[src/rtl/ip_fifo_pkg.sv]
// ----------------------------------------------------------------------------
// ip_fifo_pkg
//   Shared types and helpers for the ip_sync_fifo codebase slice.
//
//   fifo_mode_e  : read-side behaviour of the FIFO
//                    MODE_STD  - registered dout, one cycle after rd_en
//                    MODE_FWFT - first-word-fall-through, dout shows the head
//   count_width(): width of an occupancy counter able to hold 0..(1<<depth)
// ----------------------------------------------------------------------------
package ip_fifo_pkg;

    typedef enum logic [0:0] {
        MODE_STD  = 1'b0,
        MODE_FWFT = 1'b1
    } fifo_mode_e;

    // Occupancy runs from 0 to 2**depth inclusive, so one extra bit is needed.
    function automatic int unsigned count_width(input int unsigned depth);
        return depth + 1;
    endfunction

    // Map the integer FWFT parameter onto the mode enum.
    function automatic fifo_mode_e mode_from_param(input int unsigned fwft);
        return (fwft != 0) ? MODE_FWFT : MODE_STD;
    endfunction

endpackage

[src/rtl/ip_fifo_ram.sv]
// ----------------------------------------------------------------------------
// ip_fifo_ram
//   Storage array for ip_sync_fifo: (1<<DEPTH) entries of WIDTH bits with one
//   synchronous write port and one asynchronous (combinational) read port.
//   Contents are never reset; the FIFO control logic decides what is valid.
//
// Parameters
//   WIDTH  data word width in bits
//   DEPTH  log2 of the entry count
//
// Ports
//   clk    clock, writes happen on the rising edge
//   we     write enable
//   waddr  write address (DEPTH bits)
//   wdata  write data (WIDTH bits)
//   raddr  read address (DEPTH bits)
//   rdata  read data, combinational from mem[raddr]
// ----------------------------------------------------------------------------
module ip_fifo_ram #(
    parameter int unsigned WIDTH = 8,
    parameter int unsigned DEPTH = 4
) (
    input  logic             clk,
    input  logic             we,
    input  logic [DEPTH-1:0] waddr,
    input  logic [WIDTH-1:0] wdata,
    input  logic [DEPTH-1:0] raddr,
    output logic [WIDTH-1:0] rdata
);

    localparam int unsigned N = 1 << DEPTH;

    logic [WIDTH-1:0] mem [N];

    always_ff @(posedge clk) begin
        if (we) begin
            mem[waddr] <= wdata;
        end
    end

    assign rdata = mem[raddr];

endmodule

[src/rtl/ip_sync_fifo.sv]
// ----------------------------------------------------------------------------
// ip_sync_fifo
//   Single-clock FIFO with N = 1<<DEPTH entries, all of which are usable.
//   Occupancy is tracked with an explicit counter; full/empty and the
//   almost_* thresholds are decoded combinationally from that counter.
//
// Build option
//   IP_SYNC_FIFO_ERR_EN  when defined, builds sticky overflow/underflow flags
//                        (set on wr_en while full / rd_en while empty, cleared
//                        only by rst). When undefined, both ports are tied 0.
//
// Parameters
//   WIDTH     data word width in bits
//   DEPTH     log2 of the entry count
//   AF_LEVEL  almost_full asserts when count >= AF_LEVEL
//   AE_LEVEL  almost_empty asserts when count <= AE_LEVEL
//   FWFT      0: standard read (dout registered, 1-cycle latency)
//             1: first-word-fall-through (dout = head entry while !empty)
//
// Ports
//   clk           clock, rising edge
//   rst           synchronous active-high reset
//   wr_en, din    write request and data
//   full          count == N
//   almost_full   count >= AF_LEVEL
//   rd_en         read request (standard) / pop (FWFT)
//   dout          read data
//   empty         count == 0
//   almost_empty  count <= AE_LEVEL
//   count         occupancy, 0..N (DEPTH+1 bits)
//   overflow      sticky write-while-full flag
//   underflow     sticky read-while-empty flag
// ----------------------------------------------------------------------------
module ip_sync_fifo
    import ip_fifo_pkg::*;
#(
    parameter int unsigned WIDTH    = 8,
    parameter int unsigned DEPTH    = 4,
    parameter int unsigned AF_LEVEL = (1 << DEPTH) - 1,
    parameter int unsigned AE_LEVEL = 1,
    parameter int unsigned FWFT     = 0
) (
    input  logic             clk,
    input  logic             rst,
    input  logic             wr_en,
    input  logic [WIDTH-1:0] din,
    output logic             full,
    output logic             almost_full,
    input  logic             rd_en,
    output logic [WIDTH-1:0] dout,
    output logic             empty,
    output logic             almost_empty,
    output logic [DEPTH:0]   count,
    output logic             overflow,
    output logic             underflow
);

    localparam int unsigned N    = 1 << DEPTH;
    localparam int unsigned CW   = count_width(DEPTH);
    localparam fifo_mode_e  MODE = mode_from_param(FWFT);

    localparam logic [DEPTH-1:0] PTR_ONE = DEPTH'(1);
    localparam logic [CW-1:0]    CNT_ONE = CW'(1);
    localparam logic [CW-1:0]    CNT_N   = CW'(N);

    // Elaboration-time sanity check on the thresholds.
    if (AF_LEVEL > N) begin : g_af_check
        $error("AF_LEVEL must not exceed the FIFO capacity");
    end
    if (AE_LEVEL > N) begin : g_ae_check
        $error("AE_LEVEL must not exceed the FIFO capacity");
    end

    // ------------------------------------------------------------------------
    // Control state
    // ------------------------------------------------------------------------
    logic [DEPTH-1:0] wr_ptr_q, wr_ptr_d;
    logic [DEPTH-1:0] rd_ptr_q, rd_ptr_d;
    logic [CW-1:0]    count_q,  count_d;

    logic             wr_ok;
    logic             rd_ok;
    logic [WIDTH-1:0] rd_data;

    // Acceptance is decided from the current flags only, so a write into an
    // empty FIFO never bypasses to the read side in the same cycle, and a
    // read from a full FIFO cannot make room for a same-cycle write.
    assign wr_ok = wr_en && !full;
    assign rd_ok = rd_en && !empty;

    always_comb begin
        wr_ptr_d = wr_ptr_q;
        rd_ptr_d = rd_ptr_q;
        count_d  = count_q;

        if (wr_ok) begin
            wr_ptr_d = wr_ptr_q + PTR_ONE;
        end
        if (rd_ok) begin
            rd_ptr_d = rd_ptr_q + PTR_ONE;
        end

        unique case ({wr_ok, rd_ok})
            2'b10:   count_d = count_q + CNT_ONE;
            2'b01:   count_d = count_q - CNT_ONE;
            default: count_d = count_q;
        endcase
    end

    always_ff @(posedge clk) begin
        if (rst) begin
            wr_ptr_q <= '0;
            rd_ptr_q <= '0;
            count_q  <= '0;
        end else begin
            wr_ptr_q <= wr_ptr_d;
            rd_ptr_q <= rd_ptr_d;
            count_q  <= count_d;
        end
    end

    // ------------------------------------------------------------------------
    // Status flags (combinational from count)
    // ------------------------------------------------------------------------
    assign count        = count_q;
    assign empty        = (count_q == '0);
    assign full         = (count_q == CNT_N);
    assign almost_full  = (32'(count_q) >= AF_LEVEL);
    assign almost_empty = (32'(count_q) <= AE_LEVEL);

    // ------------------------------------------------------------------------
    // Storage
    // ------------------------------------------------------------------------
    // A write presented together with rst must not land in the array.
    ip_fifo_ram #(
        .WIDTH (WIDTH),
        .DEPTH (DEPTH)
    ) u_ram (
        .clk   (clk),
        .we    (wr_ok && !rst),
        .waddr (wr_ptr_q),
        .wdata (din),
        .raddr (rd_ptr_q),
        .rdata (rd_data)
    );

    // ------------------------------------------------------------------------
    // Read data path
    // ------------------------------------------------------------------------
    if (MODE == MODE_FWFT) begin : g_fwft
        // Head entry is visible directly; value is meaningless while empty.
        assign dout = rd_data;
    end else begin : g_std
        logic [WIDTH-1:0] dout_q;

        always_ff @(posedge clk) begin
            if (rst) begin
                dout_q <= '0;
            end else if (rd_ok) begin
                dout_q <= rd_data;
            end
        end

        assign dout = dout_q;
    end

    // ------------------------------------------------------------------------
    // Error flags
    // ------------------------------------------------------------------------
`ifdef IP_SYNC_FIFO_ERR_EN
    logic overflow_q;
    logic underflow_q;

    always_ff @(posedge clk) begin
        if (rst) begin
            overflow_q  <= 1'b0;
            underflow_q <= 1'b0;
        end else begin
            if (wr_en && full) begin
                overflow_q <= 1'b1;
            end
            if (rd_en && empty) begin
                underflow_q <= 1'b1;
            end
        end
    end

    assign overflow  = overflow_q;
    assign underflow = underflow_q;
`else
    assign overflow  = 1'b0;
    assign underflow = 1'b0;
`endif

endmodule

[config.mk]
export PLATFORM = sky130hd
export DESIGN_NAME = ip_sync_fifo
export DESIGN_NICKNAME = d
export VERILOG_FILES = /design/src/rtl/ip_fifo_pkg.sv /design/src/rtl/ip_fifo_ram.sv /design/src/rtl/ip_sync_fifo.sv
export SDC_FILE = /design/constraint.sdc
export NUM_CORES = 1
export LEC_CHECK = 0
export ABC_AREA = 1
export BUFFER_PORTS_ARGS = -buffer_cell sky130_fd_sc_hd__buf_2
export CORE_AREA = 2 2 83 144
export DETAILED_ROUTE_END_ITERATION = 16
export DIE_AREA = 0 0 85 146
export PLACE_DENSITY = 0.85
export SYNTH_ARGS = -nofsm -noshare
export SYNTH_HDL_FRONTEND = slang
export SYNTH_SLANG_ARGS = --single-unit
[constraint.sdc]
create_clock -name clk -period 6.2 [get_ports clk]
set_input_delay 0.93 -clock clk [delete_from_list [all_inputs] [get_ports clk]]
set_output_delay 0.93 -clock clk [all_outputs]
set_load 0.01 [all_outputs]
After elaboration in Yosys (flattened, before gate mapping) --
Memories as Yosys holds them, arrays and structs flattened. A register that Yosys moved wholly into a read port is not among the register bits. Cells that the tools add are included. W data, S select, Z words.
Storage, ports and cells: memories kept 1, register bits 13, output and inout port bits 19, input port bits 12, bits in writable memories 128
Memory list:
- u_ram.mem | words 16, width 8, rd ports 1, clocked after Yosys merged registers in 1, wr ports 1, RTL line ip_fifo_ram.sv:33 | logic [WIDTH-1:0] mem [N];
Operators by class: $lt $le $gt $ge 2, $add $sub $neg 4, eq/ne operators 3, reductions and logical operators 8, multiplexer cells 3
Operator list (number):
- $pmux W5 S2 | 1
- $add A4 B1 Y4 const B | 2
- $add A5 B1 Y5 const B | 1
- $eq A5 B5 Y1 const B | 1
- $ge A5 B4 Y1 const B | 1
- $le A5 B1 Y1 const B | 1
- $logic_not A5 Y1 | 1
- $sub A5 B1 Y5 const B | 1
- $logic_and A1 B1 Y1 | 3
- $logic_not A1 Y1 | 3
- $eq A2 B1 Y1 const B | 1
- $eq A2 B2 Y1 const B | 1
- $mux W1 | 2
- $reduce_bool A2 Y1 | 1

Longest topological paths before layout --
word-level depth 6, mapped depth 13

Modules after synthesis --
Synthesis repeated with hierarchy kept, for this count alone.
Second synthesis, totals: cell total of the unflattened synthesis 687, area, all modules 6740.2 sq um
Modules (own cells, without submodules):
- ip_fifo_ram | area each 5606.6 sq um, cells an instance 543, times used 1
- ip_sync_fifo | area each 1133.6 sq um, cells an instance 144, times used 1

Worst setup path before layout --
OpenSTA, ideal clock, no wires.
path type input to register, start point input rst, end point memory u_ram.mem[11][0], enable pin, setup slack 3860 ps, data arrival time 1956 ps, setup time 383 ps, path buffers 2, stages 3, data required time 5817 ps, path through clkbuf_1 > clkbuf_1 > nor3_1
On the way: cells in the longest elaborated chain, start to end 4
Ends and longest elaborated chain:
- start: declaration | RTL line ip_sync_fifo.sv:44 | input logic rst,
- $logic_not A1 Y1 | RTL line ip_sync_fifo.sv:140 | .we (wr_ok && !rst),
- $logic_and A1 B1 Y1 | RTL line ip_sync_fifo.sv:140
- $mux W1 | RTL line ip_fifo_ram.sv:36 | if (we) begin
- $mux W1 (implied by the code) | RTL line ip_fifo_ram.sv:37 | mem[waddr] <= wdata;
- end: declaration | RTL line ip_fifo_ram.sv:33
No other way between the ends.

Worst setup path in the final report --
start point register count_q[0], in the netlist count[0], end point output almost_full
On the way: cells in the longest elaborated chain, start to end 1
Ends and longest elaborated chain:
- start: declaration | RTL line ip_sync_fifo.sv:79 | logic [CW-1:0] count_q, count_d;
- start signal: assignment | RTL line ip_sync_fifo.sv:118 | count_q <= count_d;
- $ge A5 B4 Y1 | RTL line ip_sync_fifo.sv:128 | assign almost_full = (32'(count_q) >= AF_LEVEL);
- end: declaration | RTL line ip_sync_fifo.sv:48 | output logic almost_full,
No other way between the ends.

==> impl_metrics.csv <==
group,metric,value,unit
timing,finalCritPeriodShare,0.423,
grt,grt_use_total,0.273,
critical_path,crit_end,"almost_full",
die,row_count,51,
layout,fin_area,7330,um2
power_and_ir_drop,leakage,3.15,nW
timing,hold_viol_final,0,
yosys,synth_top_family_by_area,"simple AND/OR/NAND/NOR gates",
grt,grt_pass1_vias,4779,
drt,wl_per_cell,19.6,um
critical_path,crit_type,"flip-flop to output pin",
drt,initialDrtViolationCount,651,
place,dp_hpwl,10.5,mm
drt,via_count,4900,
timing,setup_violations,0,
timing,fin_skew,0.0114,ns
yosys,ys_ff_latch,149,
clock_tree,hold_buffers,0,
grt,grt_pass1_wl,24.8,mm
die,ios,31,
yosys,synth_compound_area_frac,0.0204,
yosys,yosysTopAreaCell,"edfxtp_1",
grt,grt_max_degree,67,
critical_path,reg2regPathDepth,7,
drt,dr.pass1.iters,6,
timing,worstMarginPinSlew,1.22,ns
clock_tree,cts_buffer_depth,2,
yosys,synth.area.top_cells,"edfxtp_1 58%, nand2_1 12%, nand3_1 7.1%",
yosys,avgSynthCellArea,9.78,um2
critical_path,endpoint_kind,"output pin",
critical_path,r2r_slack,3.65,ns
die,fp.dieH,146,um
grt,antenna_found_initial,0,
clock_tree,cts_buffers,17,
power_and_ir_drop,powerDensity,417,nW/um2
critical_path,crit_required,5.27,ns
critical_path,path_cells,"ha_1 > nand2_1 > nor2_1 > ha_1 > nor2_1 > o21ai_0 > buf_2",
critical_path,arrival,1.69,ns
die,initial_utilization,0.593,
layout,mostFrequentLayoutCell,"nand2_1",
timing,fmax,0.382,GHz
layout,antenna_cells,0,
layout,nNetsFinal,718,
layout,syn2layout_area_growth,10.7,%
yosys,synth_warnings,0,
die,die_area,12400,um2
clock_tree,cts_root_buf,"clkbuf_16",
yosys,syn_inst,677,
yosys,synth_cell_type_count,23,
clock_tree,cts.sinks,149,
critical_path,path_max_fanout,6,
yosys,synth.mux.area_fraction,0,
flow_run,maxCapViolations,0,
critical_path,timing.rr.start,"count[0]",
critical_path,worst-path-buf-inv,1,
yosys,synth_area,6620,um2
outcome,status,"completed",
yosys,synth_fa_ha_area_frac,0.0208,
timing,rsz0062_at_grt,"false",
critical_path,slowest_stage,"dfxtp_1",
drt,wl,16.4,mm
grt,grt_overflow,0,
hold_path,hold_path_class,"flip-flop to flip-flop",
critical_path,path_delay_family,"flip-flops",
critical_path,cp.depth,7,
yosys,synth-xor-area-share,0.00132,
yosys,synthSimpleGateAreaFrac,0.224,
clock_tree,htree_levels,4,
drt,drtAntennaViolNets,0,
timing,hold_slack,0.583,ns
critical_path,start_kind,"flip-flop",
clock_tree,cts_tree,"built",
yosys,synth.top_cell.area_share,0.580,
clock_tree,cts.reportedPaths.clkPinSlew,0.06,ns
die,core,11200,um2
layout,drive_gt1_frac,0.103,
clock_tree,post_cts_buffers,0,
place,globalplace.congestion,0.976,
timing,tns,0,ns
place,portBuffers,28,
timing,slew_headroom,0.178,
timing,period_minus_slack,2.62,ns
power_and_ir_drop,ir_worst_vdd,0.371,mV
layout,layout_common_cells,"212 x nand2_1, 128 x edfxtp_1, 94 x nand3_1, 92 x inv_1, 37 x nor2_1",
die,fp.dieW,85,um
drt,drc,0,
yosys,ys_seq_area_frac,0.644,
timing,final_max_slew_viol_count,0,
critical_path,cp_slowest_stage_delay,0.42,ns
layout,fin_util,0.657,
critical_path,critPathLaunch,"count[0]",
clock_tree,clock_latency,0.43,ns
critical_path,reg2reg_to,"u_ram.mem[11][4]",
place,dpl-instance-area,6730,um2
drt,via_per_inst,5.83,
clock_tree,cts-resized-gates,0,
worst min-delay path by stage:
| stage | to | start | cells past startpoint |
|---|---|---|---|
| after floorplan | wr_ptr_q[1] | wr_ptr_q[1] | 2 |
| after global placement | wr_ptr_q[1] | wr_ptr_q[1] | 2 |
| after detailed placement | count[3] | count[3] | 2 |
| after CTS | count[3] | count[3] | 2 |
| after global routing | wr_ptr_q[2] | wr_ptr_q[2] | 2 |
| final | count[3] | count[3] | 2 |
sequential cells by signal (all words and copies together) (netlist names):
signal,count
wr_ptr_q,4
rd_ptr_q,4
count,5
dout,8
u_ram.mem,128
cells by family (layout without fill, tap and decap cells):
group           Yosys count  after routing
simple gates            358            358
flops                   149            149
buf+inv                 131            161
compound gates           26             26
fa+ha+maj                11             11
other cells               1              2
xor+xnor                  1              1
cell usage after synthesis:
master	number
buf_2	10
buf_4	10
dfxtp_1	21
clkbuf_1	4
nand2_1	212
o21ai_0	4
a211oi_1	1
nand2_2	3
o21ai_1	9
a21oi_1	11
o21bai_1	1
nor2_1	37
conb_1	1
inv_1	92
edfxtp_1	128
xor2_1	1
buf_1	2
nand3_1	94
inv_2	7
ha_1	11
buf_6	6
nor2_2	2
nor3_1	10
per-stage QoR:
step	instances	setup WS, ns	power, mW
detailed placement	808	3.55	2.00
global route	840	3.44	3.18
CTS	840	3.56	3.04
global placement	808	3.68	1.97
finish	840	3.58	3.06
floorplan	678	3.86	1.78
layout make-up:
type	count	area (um2)
inverter	99	372
tap	132	165
clock buffer	18	429
fill	773	3830
timing repair buffer	30	155
sequential	149	4270
multi-input combinational	398	1780
clock inverter	14	173
report_power, final:
group	switching, mW	internal (mW)
registers	0.0480	1.15
logic	0.585	0.234
clock network	0.412	0.636
total	1.04	2.01
tightest hold or removal path: stages, from the launching register on:
cell,delay (ns)
dfxtp_1,0.37
nor2_1,0.13
nor2_1,0.05
routing by layer:
| layer | global-route usage | up-vias | part of all wire |
|---|---|---|---|
| met3 | 0.0652 | 93 | 0.074 |
| met5 | 0 | - | 0 |
| met2 | 0.470 | 304 | 0.52 |
| li1 | - | 2227 | - |
| met1 | 0.278 | 2276 | 0.32 |
| met4 | 0.209 | 0 | 0.083 |
No activity file was read; power rests on OpenSTA's default activity.
